--- src/rtl/imm_pkg.sv ---
// Shared types and RV opcode constants for the pipelined immediate generator.
package imm_pkg;

  typedef enum logic [2:0] {
    FMT_NONE = 3'd0,
    FMT_I    = 3'd1,
    FMT_S    = 3'd2,
    FMT_B    = 3'd3,
    FMT_U    = 3'd4,
    FMT_J    = 3'd5,
    FMT_Z    = 3'd6,
    FMT_SH   = 3'd7
  } fmt_e;

  localparam logic [6:0] OPC_LOAD   = 7'b0000011;
  localparam logic [6:0] OPC_OPIMM  = 7'b0010011;
  localparam logic [6:0] OPC_JALR   = 7'b1100111;
  localparam logic [6:0] OPC_STORE  = 7'b0100011;
  localparam logic [6:0] OPC_BRANCH = 7'b1100011;
  localparam logic [6:0] OPC_LUI    = 7'b0110111;
  localparam logic [6:0] OPC_AUIPC  = 7'b0010111;
  localparam logic [6:0] OPC_JAL    = 7'b1101111;
  localparam logic [6:0] OPC_SYSTEM = 7'b1110011;

endpackage

--- src/rtl/imm_decode.sv ---
// Combinational immediate/format decode of a 32-bit RV instruction, extended to XLEN.
module imm_decode
  import imm_pkg::*;
#(
  parameter int XLEN = 32
) (
  input  logic [31:0]     instr_i,
  output logic [XLEN-1:0] imm_o,
  output fmt_e            fmt_o,
  output logic            err_o
);

  logic [6:0]  opcode;
  logic [2:0]  funct3;
  logic [31:0] raw;

  assign opcode = instr_i[6:0];
  assign funct3 = instr_i[14:12];

  always_comb begin
    raw   = '0;
    fmt_o = FMT_NONE;
    err_o = 1'b0;
    case (opcode)
      OPC_LOAD, OPC_JALR: begin
        fmt_o = FMT_I;
        raw   = {{20{instr_i[31]}}, instr_i[31:20]};
      end
      OPC_OPIMM: begin
        if (funct3 == 3'b001 || funct3 == 3'b101) begin
          fmt_o = FMT_SH;
          if (XLEN == 64) begin
            raw = {26'd0, instr_i[25:20]};
          end else begin
            raw   = {27'd0, instr_i[24:20]};
            err_o = instr_i[25];
          end
        end else begin
          fmt_o = FMT_I;
          raw   = {{20{instr_i[31]}}, instr_i[31:20]};
        end
      end
      OPC_STORE: begin
        fmt_o = FMT_S;
        raw   = {{20{instr_i[31]}}, instr_i[31:25], instr_i[11:7]};
      end
      OPC_BRANCH: begin
        fmt_o = FMT_B;
        raw   = {{19{instr_i[31]}}, instr_i[31], instr_i[7], instr_i[30:25],
                 instr_i[11:8], 1'b0};
      end
      OPC_LUI, OPC_AUIPC: begin
        fmt_o = FMT_U;
        raw   = {instr_i[31:12], 12'd0};
      end
      OPC_JAL: begin
        fmt_o = FMT_J;
        raw   = {{11{instr_i[31]}}, instr_i[31], instr_i[19:12], instr_i[20],
                 instr_i[30:21], 1'b0};
      end
      OPC_SYSTEM: begin
        if (funct3 == 3'b101 || funct3 == 3'b110 || funct3 == 3'b111) begin
          fmt_o = FMT_Z;
          raw   = {27'd0, instr_i[19:15]};
        end
      end
      default: begin
        raw   = '0;
        fmt_o = FMT_NONE;
      end
    endcase
  end

  // Zero-extended forms keep raw[31]=0, so one signed widening covers every format.
  assign imm_o = XLEN'($signed(raw));

endmodule

--- src/rtl/imm_gen_pipe.sv ---
// Registered immediate decoder: one-cycle latency behind a main + skid buffer pair.
module imm_gen_pipe
  import imm_pkg::*;
#(
  parameter int XLEN  = 32,
  parameter int TAG_W = 32
) (
  input  logic             clk,
  input  logic             reset,
  input  logic             in_valid,
  output logic             in_ready,
  input  logic [31:0]      in_instr,
  input  logic [TAG_W-1:0] in_tag,
  output logic             out_valid,
  input  logic             out_ready,
  output logic [XLEN-1:0]  imm_out,
  output logic [2:0]       fmt_out,
  output logic             imm_err,
  output logic [TAG_W-1:0] tag_out
);

  if (!(XLEN == 32 || XLEN == 64)) begin : g_xlen_check
    $fatal(1, "imm_gen_pipe: XLEN must be 32 or 64");
  end

  logic [XLEN-1:0] dec_imm;
  fmt_e            dec_fmt;
  logic            dec_err;

  imm_decode #(.XLEN(XLEN)) u_decode (
    .instr_i (in_instr),
    .imm_o   (dec_imm),
    .fmt_o   (dec_fmt),
    .err_o   (dec_err)
  );

  logic             main_valid_q, main_valid_d;
  logic [XLEN-1:0]  main_imm_q,   main_imm_d;
  fmt_e             main_fmt_q,   main_fmt_d;
  logic             main_err_q,   main_err_d;
  logic [TAG_W-1:0] main_tag_q,   main_tag_d;
  logic             skid_valid_q, skid_valid_d;
  logic [XLEN-1:0]  skid_imm_q,   skid_imm_d;
  fmt_e             skid_fmt_q,   skid_fmt_d;
  logic             skid_err_q,   skid_err_d;
  logic [TAG_W-1:0] skid_tag_q,   skid_tag_d;

  // Handshake: a beat moves on a rising edge where valid && ready; in_ready is a
  // flop (!skid_valid_q) so no combinational path runs from out_ready to in_ready.
  logic accept, consume;
  assign accept  = in_valid && !skid_valid_q;
  assign consume = main_valid_q && out_ready;

  always_comb begin
    main_valid_d = main_valid_q;
    main_imm_d   = main_imm_q;
    main_fmt_d   = main_fmt_q;
    main_err_d   = main_err_q;
    main_tag_d   = main_tag_q;
    skid_valid_d = skid_valid_q;
    skid_imm_d   = skid_imm_q;
    skid_fmt_d   = skid_fmt_q;
    skid_err_d   = skid_err_q;
    skid_tag_d   = skid_tag_q;
    if (consume && skid_valid_q) begin
      main_imm_d   = skid_imm_q;
      main_fmt_d   = skid_fmt_q;
      main_err_d   = skid_err_q;
      main_tag_d   = skid_tag_q;
      skid_valid_d = 1'b0;
    end else if (accept && (!main_valid_q || consume)) begin
      main_valid_d = 1'b1;
      main_imm_d   = dec_imm;
      main_fmt_d   = dec_fmt;
      main_err_d   = dec_err;
      main_tag_d   = in_tag;
    end else if (accept) begin
      skid_valid_d = 1'b1;
      skid_imm_d   = dec_imm;
      skid_fmt_d   = dec_fmt;
      skid_err_d   = dec_err;
      skid_tag_d   = in_tag;
    end else if (consume) begin
      main_valid_d = 1'b0;
    end
  end

  always_ff @(posedge clk or posedge reset) begin
    if (reset) begin
      main_valid_q <= 1'b0;
      main_imm_q   <= '0;
      main_fmt_q   <= FMT_NONE;
      main_err_q   <= 1'b0;
      main_tag_q   <= '0;
      skid_valid_q <= 1'b0;
      skid_imm_q   <= '0;
      skid_fmt_q   <= FMT_NONE;
      skid_err_q   <= 1'b0;
      skid_tag_q   <= '0;
    end else begin
      main_valid_q <= main_valid_d;
      main_imm_q   <= main_imm_d;
      main_fmt_q   <= main_fmt_d;
      main_err_q   <= main_err_d;
      main_tag_q   <= main_tag_d;
      skid_valid_q <= skid_valid_d;
      skid_imm_q   <= skid_imm_d;
      skid_fmt_q   <= skid_fmt_d;
      skid_err_q   <= skid_err_d;
      skid_tag_q   <= skid_tag_d;
    end
  end

  assign in_ready  = !skid_valid_q;
  assign out_valid = main_valid_q;
  assign imm_out   = main_imm_q;
  assign fmt_out   = main_fmt_q;
  assign imm_err   = main_err_q;
  assign tag_out   = main_tag_q;

endmodule

--- config.mk ---
export PLATFORM = sky130hd
export DESIGN_NAME = imm_gen_pipe
export DESIGN_NICKNAME = d
export VERILOG_FILES = /design/src/rtl/imm_pkg.sv /design/src/rtl/imm_decode.sv /design/src/rtl/imm_gen_pipe.sv
export SDC_FILE = /design/constraint.sdc
export NUM_CORES = 1
export LEC_CHECK = 0
export CORE_MARGIN = 4
export CORE_UTILIZATION = 49
export DETAILED_ROUTE_END_ITERATION = 7
export PLACE_DENSITY = 0.77
export SYNTH_ARGS = -nofsm -noshare
export SYNTH_HDL_FRONTEND = slang
export SYNTH_HIERARCHICAL = 1
export SYNTH_SLANG_ARGS = --single-unit
--- constraint.sdc ---
create_clock -name clk -period 6.4 [get_ports clk]
set_input_delay 1.28 -clock clk [delete_from_list [all_inputs] [get_ports clk]]
set_output_delay 1.28 -clock clk [all_outputs]
set_load 0.01 [all_outputs]
# ---- After elaboration in Yosys (flattened, before gate mapping)
# Cells that the tools add are included.
dict set report classes {
  reduce_logical 18
  eq_ne 15
  muxes 22
  bitwise 2
}
# cell n
set op_table {}
lappend op_table {{case mux 32 bit (7 select lines)} 1}
lappend op_table {{two-way mux 32 bit} 5}
lappend op_table {{== test 7 bit (second input constant)} 4}
lappend op_table {{case mux 3 bit (7 select lines)} 1}
lappend op_table {{== test 7 x 5 -> 1 bit (second input constant)} 2}
lappend op_table {{== test 7 x 6 -> 1 bit (second input constant)} 2}
lappend op_table {{two-way mux 3 bit} 4}
lappend op_table {{two-way mux 1 bit} 10}
lappend op_table {{== test 3 bit (second input constant)} 3}
lappend op_table {{== test 7 x 2 -> 1 bit (second input constant)} 1}
lappend op_table {{AND reduction 3 bit} 2}
lappend op_table {{nonzero test 2 bit} 3}
lappend op_table {{two-way mux 5 bit} 1}
lappend op_table {{logical AND 1 bit} 4}
lappend op_table {{logical OR 1 bit} 4}
lappend op_table {{OR reduction 2 bit} 2}
lappend op_table {{== test 3 x 1 -> 1 bit (second input constant)} 1}
lappend op_table {{zero test 1 bit} 2}
lappend op_table {{inequality test 2 x 1 -> 1 bit (second input constant)} 1}
lappend op_table {{inequality test 2 bit (second input constant)} 1}
lappend op_table {{NOT 1 bit} 2}
lappend op_table {{AND reduction 2 bit} 1}
dict set report word_totals {
  out_inout_bits 70
  inputBits 68
  register_bits 138
  word_cells 67
}

# ---- Longest topological paths before layout
dict set report logic_depth {
  ltp_word 7
  mapped_depth 8
  depth_no_buf 6
}

# ---- Modules after synthesis
# The synthesis kept the hierarchy.
# module cells_each area_per_inst_um2 n_inst
set modules_own_cells {}
lappend modules_own_cells {imm_gen_pipe 398 5619.1 1}
lappend modules_own_cells {imm_decode 84 664.4 1}

# ---- Worst setup path after synthesis
# Ideal clock, no wire load.
dict set report synth_timing {
  path_type {in2reg}
  start {input port in_instr[3]}
  end {register main_imm_q[20], in the netlist imm_out[20]}
  stages 8
  arrival_time_ps 2666
  required_time_ps 6274
  setup_ps 126
  n_path_buf 2
  slack_ps 3608
  cell_sequence {clkbuf_2 nand4bb_4 o41ai_4 a31o_2 buf_6 a21o_1 and3_1 a221o_1}
}
dict set report synth_between {
  elab_chain_len 5
  elab_cells_between_ends 14
  classes_between {9 x eq/ne; 3 x mux; 2 x reduce/logical}
}
# element line
set synth_rtl {}
lappend synth_rtl {{start: declaration} imm_gen_pipe.sv:12} ;# input logic [31:0] in_instr,
lappend synth_rtl {{== test 7 x 6 -> 1 bit, or another cell as far along} imm_decode.sv:24} ;# case (opcode)
lappend synth_rtl {{OR reduction 2 bit} imm_decode.sv:24}
lappend synth_rtl {{case mux 32 bit (7 select lines) (*)} imm_decode.sv:24}
lappend synth_rtl {{net dec_imm[20]} imm_gen_pipe.sv:26} ;# logic [XLEN-1:0] dec_imm;
lappend synth_rtl {{two-way mux 32 bit (*)} imm_gen_pipe.sv:71} ;# end else if (accept && (!main_valid_q || consume)) begin
lappend synth_rtl {{two-way mux 32 bit (*)} imm_gen_pipe.sv:65} ;# if (consume && skid_valid_q) begin
lappend synth_rtl {{end signal: assignment} imm_gen_pipe.sv:102} ;# main_imm_q <= main_imm_d;
lappend synth_rtl {{end: declaration} imm_gen_pipe.sv:38} ;# logic [XLEN-1:0] main_imm_q, main_imm_d;
# The timed path passes the listed nets; every way through them passes the cells marked *. The select of a mux whose other input is x is not followed.
# A chain may end at the register's enable or synchronous reset.

# ---- Worst setup path in the final report
dict set report layout_timing {
  start {input port in_instr[2]}
  end {register main_imm_q[28], in the netlist imm_out[28]}
}
# The elaborated chain is that of the path after synthesis.

==> reports/metrics.csv <==
stage,metric,value,unit
clocking,cts bufs inserted,17,
final_layout,Nets,674,
sta,Slew Limit Headroom,42.1,%
critical_path,CP endpoint kind,flop,
clocking,"Clk Latency, worst-skew pair",0.41,ns
die,num rows,41,
detailed_routing,vias per inst,5.95,
final_layout,Layout area overhead,32.1,%
synth,library cells used by synthesis,45,
final_layout,n_diodes,0,
power,Worst VDD drop,0.000330,V
clocking,postcts setup bufs,0,
die,die area,14700,um2
detailed_routing,Routed met2 length,8090,um
synth,Post-synth EDFFs,0,
sta,Tcrit/Tclk final,51.3,%
synth,Synth area leaders,"dfrtp_1 55%, a221o_1 11%, mux2_2 8.8%, and3_1 6.7%, mux2_1 3.6%",
detailed_routing,DRC,0,
clocking,root buf cell,clkbuf_16,
detailed_routing,via count,4704,
worst_hold_path,Worst Hold Class,reg2reg,
synth,share of the yosys chip area belonging to registers,55.0,%
synth,syn nets,550,
final_layout,most frequent cells in the layout,"138 x dfrtp_1, 137 x clkdlybuf4s50_1, 66 x and3_1, 66 x a221o_1, 49 x mux2_2",
critical_path,CP required,6.73,ns
place,RePlAce Congestion,0.874,
detailed_routing,DR WL/cell,20.8,um
die,chip height,121,um
place,Post-Place Cells,759,
grt,initial antenna violation count,0,
synth,post-synthesis cell area,6280,um2
grt,Total GRT Usage,22.7,%
synth,Synth top area share,55.0,%
grt,vias in the first global route,4794,
synth,synthesized instance count,482,
final_layout,"commonest non-fill, non-tap cell in the layout",dfrtp_1,
grt,largest net degree at the start of global routing,97,
die,die width,121,um
synth,Synth area leader,dfrtp_1,
clocking,hold_buf cts,0,
flow_run,max cap viols,0,
die,I/O pins,138,
clocking,CTS max path bufs,2,
detailed_routing,post-route ant nets,0,
sta,crit path time final,3.28,ns
sta,Clock Skew,0.00705,ns
detailed_routing,Detailed Route WL,16400,um
power,leakage,4.04,nW
clocking,H-tree levels,4,
detailed_routing,wl on met1,7110,um
status,outcome,"complete, no violations",
detailed_routing,first-pass detailed-route iteration total,5,
power,pwr dens,396,nW/um2
synth,Synth async-reset ratio,100,%
clocking,# resized after CTS,0,
sta,Pins Over Slew Limit,0,
final_layout,Fill cells,939,
detailed_routing,DR WL met3,909,um
clocking,clock transition at the registers of the reported paths,0.06,ns
critical_path,CP startpoint kind,input pin,
critical_path,critical path class,in2reg,
synth,"FF+latch count, synth",138,
critical_path,internal reg-to-reg setup slack,4.13,ns
place,DP HPWL,10200,um
grt,grt ovf,0,
sta,achievable frequency,0.305,GHz
final_layout,final cell count without fillers,791,
synth,yosys warns,6,
final_layout,fraction of layout cells with a size suffix above 1,16.3,%
clocking,CTS Sinks,138,
place,PortBufs,137,
critical_path,maximum fanout along the worst path,11,
grt,first-pass GRT wire length,26100,um
die,Starting Density,50.0,%
sta,Slew @ Worst Pin,0.869,ns
synth,most common flop cell mapped by yosys,dfrtp_1,
synth,mean area per synthesized cell,13.0,um2
sta,TNS Setup,0,ns
sta,final setup fails,0,
sta,Final Hold Fails,0,
sta,RSZ-0062 raised after global routing,false,
die,core box area,12600,um2
detailed_routing,Iter 0 DRT Violations,413,
detailed_routing,max layer used,met4,
clocking,CTS tree,done,
critical_path,crit path DAT,3.62,ns
[power breakdown]
| part | internal (mW) | switching [mW] |
|---|---|---|
| registers | 1.14 | 0.169 |
| logic | 0.551 | 0.472 |
| clock network | 0.590 | 0.362 |
[cell type report]
type	instances	area, um2	share of cell area (%)
sequential	138	3450	41.6
multi-input combinational	302	2620	31.5
timing repair buffer	143	1420	17.1
clock buffer	20	457	5.50
tap	172	215	2.59
clock inverter	12	124	1.49
inverter	4	20.0	0.241
[flip-flops by register name (all words and copies together) (netlist names)]
name          count
imm_out          32
skid_imm_q       32
skid_tag_q       32
tag_out          32
fmt_out           3
skid_fmt_q        3
imm_err           1
out_valid         1
skid_err_q        1
skid_valid_q      1
[per-layer routing]
metal / vias to the layer above / track usage [%]
li1: 2111 / -
met1: 2404 / 30.7
met2: 167 / 35.9
met3: 22 / 5.13
met4: 0 / 8.54
met5: - / 0
[per-stage QoR]
step | util, % | total power [mW] | setup WS (ns) | hold WS [ns] | area (um2)
after floorplan | - | 1.87 | 1.42 | 0.459 | 6280
after global placement | 61.4 | 2.30 | 2.72 | 0.468 | 7720
after detailed placement | 61.4 | 2.34 | 2.70 | 0.476 | 7720
after CTS | 66.1 | 3.31 | 3.15 | 0.488 | 8300
after global routing | 66.1 | 3.44 | 3.00 | 0.497 | 8300
final | 66.1 | 3.29 | 3.12 | 0.486 | 8300
[synthesized netlist by cell type (2+ instances only)]
cell type and number:
buf_4 6, buf_2 14, nor3_1 2, a21o_1 24, a221o_1 66, inv_1 4, and3_1 67, dfrtp_1 138
a21oi_1 5, nand2_1 5, nor2_1 10, nor2b_1 10, nand2b_1 2, o21ai_0 5, a22o_1 4, and2_1 2
or3_1 3, buf_6 5, a31oi_1 3, mux2_2 49, clkbuf_1 12, nand3_1 4, mux2_1 20
[worst paths after layout]
path                                       startpoint                         end  depth (start not counted)
setup / recovery                          in_instr[2]     imm_out[28]$_DFFE_PP0P_                          7
hold / removal             skid_imm_q[22]$_DFFE_PP0P_  skid_imm_q[22]$_DFFE_PP0P_                          1
setup reg to reg             skid_valid_q$_DFFE_PP0P_  skid_tag_q[16]$_DFFE_PP0P_                          4
hold reg to reg            skid_imm_q[22]$_DFFE_PP0P_  skid_imm_q[22]$_DFFE_PP0P_                          1
max in group asynchronous                       reset  skid_imm_q[10]$_DFFE_PP0P_                          3
min in group asynchronous                       reset   skid_tag_q[8]$_DFFE_PP0P_                          2
[critical path, stage by stage]
cell and delay [ns]:
clkdlybuf4s50_1 0.68, inv_1 0.16, or3_1 0.38, nor2_1 0.62
a21o_1 0.23, nand3_1 0.07, a31oi_1 0.19
[logic make-up after synthesis]
family	share of synthesized area, %
flip-flops	55.0
XOR/XNOR	0.139
multiplexers	12.4
AO/OA/AOI/OAI	16.7
buffers and inverters	3.76
AND/OR/NAND/NOR	12.1
Power figures use the tool's default switching activity.
